<file path="src/rtl/keypad_mem_ctrl.sv">
// keypad_mem_ctrl: turns keypad key sequences into single write/read
// cycles on a 16x4 memory and holds the last accessed address/data.
// Ports: clock, reset (async, active-high); dav, key_data from the
// keypad encoder; mem_addr/mem_wdata/mem_we/mem_re/mem_rdata memory port;
// disp_addr/disp_data for the display; busy, error, state_dbg status.
module keypad_mem_ctrl #(
  parameter int SYNC_STAGES    = 2,
  parameter int TIMEOUT_CYCLES = 250000000,
  parameter int RD_LATENCY     = 1
) (
  input  logic       clock,
  input  logic       reset,
  input  logic       dav,
  input  logic [3:0] key_data,
  input  logic [3:0] mem_rdata,
  output logic [3:0] mem_addr,
  output logic [3:0] mem_wdata,
  output logic       mem_we,
  output logic       mem_re,
  output logic [3:0] disp_addr,
  output logic [3:0] disp_data,
  output logic       busy,
  output logic       error,
  output logic [2:0] state_dbg
);

  localparam int TW = $clog2(TIMEOUT_CYCLES + 1);
  localparam logic [3:0] KEY_STAR = 4'hA;
  localparam logic [3:0] KEY_HASH = 4'hB;
  localparam logic [TW-1:0] TMO_LAST = TW'(TIMEOUT_CYCLES - 1);
  localparam logic [1:0] RD_LAST = 2'(RD_LATENCY - 1);

  typedef enum logic [2:0] {
    IDLE   = 3'd0,
    W_ADDR = 3'd1,
    W_DATA = 3'd2,
    WRITE  = 3'd3,
    R_ADDR = 3'd4,
    READ   = 3'd5,
    R_WAIT = 3'd6
  } state_e;

  state_e state_q, state_d;

  logic [SYNC_STAGES-1:0]      dav_sync_q, dav_sync_d;
  logic [SYNC_STAGES-1:0][3:0] key_sync_q, key_sync_d;
  logic                        dav_prev_q, dav_prev_d;

  logic [3:0]    addr_q, addr_d;
  logic [3:0]    mem_addr_q, mem_addr_d;
  logic [3:0]    mem_wdata_q, mem_wdata_d;
  logic [3:0]    disp_addr_q, disp_addr_d;
  logic [3:0]    disp_data_q, disp_data_d;
  logic          error_q, error_d;
  logic [TW-1:0] tmo_q, tmo_d;
  logic [1:0]    wait_q, wait_d;

  logic       dav_s;
  logic [3:0] key;
  logic       key_evt;
  logic       is_digit;
  logic       waiting;
  logic       tmo_hit;

  // key_data runs through its own chain so it lines up with dav
  assign dav_s    = dav_sync_q[SYNC_STAGES-1];
  assign key      = key_sync_q[SYNC_STAGES-1];
  assign key_evt  = dav_s & ~dav_prev_q;
  assign is_digit = (key <= 4'd9);
  assign waiting  = state_q inside {W_ADDR, W_DATA, R_ADDR};
  // a key arriving on the expiry cycle takes precedence
  assign tmo_hit  = waiting && !key_evt && (tmo_q == TMO_LAST);

  always_comb begin
    dav_sync_d = {dav_sync_q[SYNC_STAGES-2:0], dav};
    key_sync_d = {key_sync_q[SYNC_STAGES-2:0], key_data};
    dav_prev_d = dav_s;
    tmo_d      = (waiting && !key_evt) ? tmo_q + 1'b1 : '0;
  end

  always_comb begin
    state_d     = state_q;
    addr_d      = addr_q;
    mem_addr_d  = mem_addr_q;
    mem_wdata_d = mem_wdata_q;
    disp_addr_d = disp_addr_q;
    disp_data_d = disp_data_q;
    error_d     = error_q;
    wait_d      = wait_q;
    unique case (state_q)
      IDLE: begin
        if (key_evt) begin
          unique case (1'b1)
            (key == KEY_HASH): begin
              state_d = W_ADDR;
              error_d = 1'b0;
            end
            (key == KEY_STAR): begin
              state_d = R_ADDR;
              error_d = 1'b0;
            end
            default: error_d = 1'b1;
          endcase
        end
      end
      W_ADDR: begin
        if (key_evt) begin
          if (is_digit) begin
            addr_d  = key;
            state_d = W_DATA;
          end else begin
            error_d = 1'b1;
            state_d = IDLE;
          end
        end else if (tmo_hit) begin
          error_d = 1'b1;
          state_d = IDLE;
        end
      end
      W_DATA: begin
        if (key_evt) begin
          unique case (1'b1)
            is_digit: begin
              // load port and display on entry so WRITE shows them
              mem_addr_d  = addr_q;
              mem_wdata_d = key;
              disp_addr_d = addr_q;
              disp_data_d = key;
              state_d     = WRITE;
            end
            (key == KEY_STAR): state_d = IDLE;
            default: begin
              error_d = 1'b1;
              state_d = IDLE;
            end
          endcase
        end else if (tmo_hit) begin
          error_d = 1'b1;
          state_d = IDLE;
        end
      end
      WRITE: state_d = IDLE;
      R_ADDR: begin
        if (key_evt) begin
          if (is_digit) begin
            addr_d     = key;
            mem_addr_d = key;
            state_d    = READ;
          end else begin
            error_d = 1'b1;
            state_d = IDLE;
          end
        end else if (tmo_hit) begin
          error_d = 1'b1;
          state_d = IDLE;
        end
      end
      READ: begin
        wait_d  = 2'd0;
        state_d = R_WAIT;
      end
      R_WAIT: begin
        if (wait_q == RD_LAST) begin
          disp_data_d = mem_rdata;
          disp_addr_d = addr_q;
          state_d     = IDLE;
        end else begin
          wait_d = wait_q + 2'd1;
        end
      end
      default: state_d = IDLE;
    endcase
  end

  always_ff @(posedge clock or posedge reset) begin
    if (reset) begin
      state_q     <= IDLE;
      dav_sync_q  <= '0;
      key_sync_q  <= '0;
      dav_prev_q  <= 1'b0;
      addr_q      <= '0;
      mem_addr_q  <= '0;
      mem_wdata_q <= '0;
      disp_addr_q <= '0;
      disp_data_q <= '0;
      error_q     <= 1'b0;
      tmo_q       <= '0;
      wait_q      <= '0;
    end else begin
      state_q     <= state_d;
      dav_sync_q  <= dav_sync_d;
      key_sync_q  <= key_sync_d;
      dav_prev_q  <= dav_prev_d;
      addr_q      <= addr_d;
      mem_addr_q  <= mem_addr_d;
      mem_wdata_q <= mem_wdata_d;
      disp_addr_q <= disp_addr_d;
      disp_data_q <= disp_data_d;
      error_q     <= error_d;
      tmo_q       <= tmo_d;
      wait_q      <= wait_d;
    end
  end

  // strobes decode the state register, so reset drops them at once
  assign mem_we    = (state_q == WRITE);
  assign mem_re    = (state_q == READ);
  assign mem_addr  = mem_addr_q;
  assign mem_wdata = mem_wdata_q;
  assign disp_addr = disp_addr_q;
  assign disp_data = disp_data_q;
  assign busy      = (state_q != IDLE);
  assign error     = error_q;
  assign state_dbg = state_q;

endmodule

</file>
<file path="config.mk">
export PLATFORM = sky130hd
export DESIGN_NAME = keypad_mem_ctrl
export DESIGN_NICKNAME = d
export VERILOG_FILES = /design/src/rtl/keypad_mem_ctrl.sv
export SDC_FILE = /design/constraint.sdc
export NUM_CORES = 1
export LEC_CHECK = 0
export BUFFER_PORTS_ARGS = -buffer_cell sky130_fd_sc_hd__buf_2
export CAP_MARGIN = 20
export CELL_PAD_IN_SITES_DETAIL_PLACEMENT = 1
export CELL_PAD_IN_SITES_GLOBAL_PLACEMENT = 1
export CORE_MARGIN = 10
export CORE_UTILIZATION = 41
export CTS_CLUSTER_DIAMETER = 100
export DETAILED_ROUTE_END_ITERATION = 10
export PLACE_DENSITY_LB_ADDON = 0.1
export SLEW_MARGIN = 10
export SYNTH_ARGS = -nofsm -noshare
export SYNTH_HDL_FRONTEND = slang
export SYNTH_SLANG_ARGS = --single-unit
</file>
<file path="constraint.sdc">
create_clock -name clock -period 2.19 [get_ports clock]
set_input_delay 0.438 -clock clock [delete_from_list [all_inputs] [get_ports clock]]
set_output_delay 0.438 -clock clock [all_outputs]
set_load 0.01 [all_outputs]
</file>
==> flow_results.xml <==
<?xml version="1.0" encoding="UTF-8"?>
<metrics>
  <group name="synth">
    <metric name="synth-adder-area-share" unit="%">0.815</metric>
    <metric name="synth_top_family_by_area" unit="">simple AND/OR/NAND/NOR gates</metric>
    <metric name="synth_area" unit="sq mm">0.00307</metric>
    <metric name="synth-seq-area-share" unit="%">53.0</metric>
    <metric name="muxShareOfSynthArea" unit="%">6.64</metric>
    <metric name="postSynthCellCount" unit="">285</metric>
    <metric name="yosys.area.top_type" unit="">sky130_fd_sc_hd__dfrtp_1</metric>
    <metric name="synth_most_common_cell" unit="">sky130_fd_sc_hd__dfrtp_1</metric>
    <metric name="post_synth_main_area_contributors" unit="">sky130_fd_sc_hd__dfrtp_1 (53%), sky130_fd_sc_hd__nor2_1 (4.8%), sky130_fd_sc_hd__xnor2_1 (4.3%), sky130_fd_sc_hd__mux2_2 (3.3%), sky130_fd_sc_hd__xor2_1 (2.9%)</metric>
    <metric name="synth.lib_cells_used.distinct" unit="">50</metric>
    <metric name="synth_net_count" unit="">298</metric>
    <metric name="synth-warning-count" unit="">0</metric>
    <metric name="simple_logic_cell_fraction_of_the_synthesized_area" unit="%">21.9</metric>
    <metric name="yosys.area.top_type_share" unit="%">53.0</metric>
    <metric name="most_numerous_cell_types_in_the_synthesized_netlist" unit="">sky130_fd_sc_hd__dfrtp_1 (65), sky130_fd_sc_hd__nor2_1 (39), sky130_fd_sc_hd__nand2_1 (19)</metric>
    <metric name="syn-mean-instance-area" unit="sq um">10.8</metric>
    <metric name="synth_edf_count" unit="">0</metric>
    <metric name="post_synth_xor_area_fraction" unit="%">7.13</metric>
    <metric name="synth_ff_type" unit="">sky130_fd_sc_hd__dfrtp_1</metric>
    <metric name="synthesized_flop_and_latch_total" unit="">65</metric>
    <metric name="synthArstFlopShare" unit="%">100</metric>
    <metric name="synth_area_in_compound_gates" unit="%">7.30</metric>
  </group>
  <group name="min_path">
    <metric name="min_delay_path_class" unit="">in -&gt; async</metric>
  </group>
  <group name="clock_network">
    <metric name="clock-sinks" unit="">65</metric>
    <metric name="clk_root_buffer_cell" unit="">sky130_fd_sc_hd__clkbuf_8</metric>
    <metric name="cts_hold_repair.buffers" unit="">0</metric>
    <metric name="ctsLongestPathBuffers" unit="">2</metric>
    <metric name="clk_pin_slew" unit="ns">0.08</metric>
    <metric name="clk_latency" unit="ns">0.34</metric>
    <metric name="tritoncts" unit="">done</metric>
    <metric name="cts_htree_levels" unit="">3</metric>
    <metric name="cts_setup_buffers" unit="">0</metric>
    <metric name="cts_inserted_buffers" unit="">9</metric>
    <metric name="post_cts.resized_instances" unit="">0</metric>
  </group>
  <group name="power">
    <metric name="combinationalPowerShare" unit="%">25.4</metric>
    <metric name="power.static_leakage" unit="uW">0.00164</metric>
    <metric name="worst_ir_drop_vdd" unit="mV">0.476</metric>
    <metric name="clkPwrFrac" unit="%">31.9</metric>
    <metric name="cell_internal_pwr" unit="uW">2470</metric>
    <metric name="sw_frac_of_total" unit="%">32.4</metric>
    <metric name="seq_power_share" unit="%">42.7</metric>
    <metric name="p_per_area" unit="mW/mm^2">1010</metric>
    <metric name="total_switching_power" unit="uW">1180</metric>
  </group>
  <group name="timing">
    <metric name="fmaxAchievable" unit="MHz">513</metric>
    <metric name="timing_max_transition_violations_final" unit="">0</metric>
    <metric name="slew_headroom" unit="%">64.9</metric>
    <metric name="period_minus_slack" unit="ns">1.95</metric>
    <metric name="finalHoldViolations" unit="">0</metric>
    <metric name="worstMarginPinSlew" unit="ns">0.523</metric>
    <metric name="final.setup_skew" unit="ns">0.00577</metric>
    <metric name="tns" unit="ns">0</metric>
    <metric name="setup_violations" unit="">0</metric>
    <metric name="grt_setup_unrepaired" unit="">false</metric>
    <metric name="fin_crit_sh" unit="%">89.0</metric>
  </group>
  <group name="grt">
    <metric name="grt_pass1_wl" unit="um">11800</metric>
    <metric name="initial_antenna_violation_count" unit="">0</metric>
    <metric name="all_layer_global_routing_usage" unit="%">12.8</metric>
    <metric name="grt_max_degree" unit="">27</metric>
    <metric name="via_count_of_the_first_global_routing_pass" unit="">2382</metric>
    <metric name="grt_remaining_overflow" unit="">0</metric>
  </group>
  <group name="worst_setup_path">
    <metric name="cp_max_fo" unit="">9</metric>
    <metric name="worst_setup_path_start_kind" unit="">flip-flop</metric>
    <metric name="crit_start" unit="">state_dbg[2]</metric>
    <metric name="worstSetupEndpointType" unit="">primary output</metric>
    <metric name="regToRegSetupSlack" unit="ns">0.29</metric>
    <metric name="regToRegStartpoint" unit="">tmo_q[0]</metric>
    <metric name="crit-reg2reg-capture" unit="">state_dbg[2]</metric>
    <metric name="critPathArrivalTime" unit="ns">1.51</metric>
    <metric name="timing_worst_setup_path_type" unit="">reg -&gt; out</metric>
    <metric name="worst_r2r_path_depth" unit="">6</metric>
    <metric name="critPathCapture" unit="">busy</metric>
    <metric name="worst-endpoint-required" unit="ns">1.75</metric>
  </group>
  <group name="outcome">
    <metric name="outcome" unit="">complete, no violations</metric>
  </group>
  <group name="layout">
    <metric name="finish.cell_count_without_fillers" unit="">431</metric>
    <metric name="final_net_count" unit="">340</metric>
    <metric name="final_area" unit="sq mm">0.00361</metric>
    <metric name="ratio_of_cells_with_drive_above_1_in_the_final_layout" unit="%">26.5</metric>
    <metric name="area_overhead_vs_synth" unit="%">17.7</metric>
    <metric name="antenna_cells" unit="">0</metric>
    <metric name="fillers" unit="">819</metric>
  </group>
  <group name="drt">
    <metric name="finalWirelength" unit="um">6950</metric>
    <metric name="first_iter_violations" unit="">43</metric>
    <metric name="drt-vias-per-instance" unit="">5.08</metric>
    <metric name="routed_wire_length_per_instance" unit="um">16.1</metric>
    <metric name="firstDrtPassIters" unit="">4</metric>
    <metric name="antenna_violating_nets_post_route" unit="">0</metric>
    <metric name="vias" unit="">2188</metric>
    <metric name="drc" unit="">0</metric>
  </group>
  <group name="place">
    <metric name="numPortBuffers" unit="">33</metric>
    <metric name="globalplace.congestion" unit="">0.764</metric>
    <metric name="dp_hpwl" unit="um">4920</metric>
    <metric name="post-place-cells" unit="">415</metric>
    <metric name="placedInstanceArea" unit="sq mm">0.00339</metric>
  </group>
  <group name="floorplan">
    <metric name="die_boundary_width" unit="um">107</metric>
    <metric name="initial_utilization" unit="%">42.3</metric>
    <metric name="floorplan.core_area" unit="sq mm">0.00725</metric>
    <metric name="top_level_ports" unit="">34</metric>
    <metric name="die_area" unit="sq mm">0.0113</metric>
    <metric name="floorplan.rows" unit="">31</metric>
    <metric name="fp.dieH" unit="um">107</metric>
  </group>
  <group name="flow_run">
    <metric name="cap_violations" unit="">0</metric>
  </group>
</metrics>
## cell usage in the layout, fill, tap and decap left out, drive strengths merged, types with 2 or more instances in the layout
cell / instances
and4: 4
nand2b: 2
nor3b: 2
nand3: 9
buf: 43
clkbuf: 9
clkinvlp: 2
ha: 2
bufinv: 2
nand2: 19
xor2: 10
dfrtp: 65
o21ai: 13
a21o: 2
or3: 5
xnor2: 15
nor3: 6
and2: 2
inv: 13
and3: 3
a21oi: 13
nand4: 9
mux2i: 8
mux2: 11
nor2: 42
nor4: 7
## logic make-up after synthesis
logic type	after synthesis
xor gates and xnor gates	25
adders and majority gates	2
AOI/OAI and AO/OA	37
buffers and inverters	22
DFF	65
and+or+nand+nor	115
muxes	19
## registers in the layout, summed over array words and instances, names as in the netlist, 3 cells and up
name,flops
addr_q,4
disp_addr,4
disp_data,4
key,4
key_sync_d,4
mem_addr,4
mem_wdata,4
state_dbg,3
tmo_q,28
## power by group through the flow
stage	Sequential [uW]	Clock, uW	Combinational [uW]
finish	1560	1160	926
CTS	1560	1200	955
floorplan	1620	0	535
global placement	1570	0	933
global route	1590	1250	1040
detailed placement	1580	0	951
## worst max-delay path, stage by stage, from the launching register on
cell                      delay (ns)
sky130_fd_sc_hd__dfrtp_1        0.51
sky130_fd_sc_hd__buf_4          0.23
sky130_fd_sc_hd__or3_1          0.29
sky130_fd_sc_hd__buf_2          0.15
## worst min path at each step
stage,start,endpoint,depth (start not counted)
global placement,key_sync_d[4],key[0],0
floorplan,dav_sync_q[0],dav_sync_q[1],0
CTS,reset,dav_sync_q[1],2
finish,reset,error,2
detailed placement,key_sync_d[6],key[2],0
global route,reset,tmo_q[13],2
## stage by stage
stage / hold slack [ns] / utilization (%) / power, uW / setup slack (ns)
global route: 0.0910 / 49.8 / 3880 / 0.145
floorplan: 0.331 / - / 2150 / 0.126
detailed placement: 0.336 / 46.7 / 2530 / 0.278
CTS: 0.0686 / 49.8 / 3710 / 0.235
global placement: 0.331 / 46.7 / 2500 / 0.314
finish: 0.0697 / 49.8 / 3640 / 0.241
## metal layers
| layer | part of all wire [%] | GRT usage, % | wire length [um] |
|---|---|---|---|
| met1 | 45 | 15.1 | 3110 |
| met5 | 0 | 0 | 0 |
| met3 | 4.1 | 4.11 | 284 |
| met2 | 50 | 21.4 | 3470 |
| met4 | 1.3 | 4.45 | 89 |
## layout make-up
type	instances	area (sq um)	area share (%)
clock buffers	9	124	3.43
clock inverters	7	101	2.81
inverters	10	37.5	1.04
multi-input cells	198	1350	37.3
flip-flops and latches	65	1630	45.0
well taps	99	124	3.43
repair buffers	43	253	7.00
Note: power is estimated with default switching activity, not from simulation.
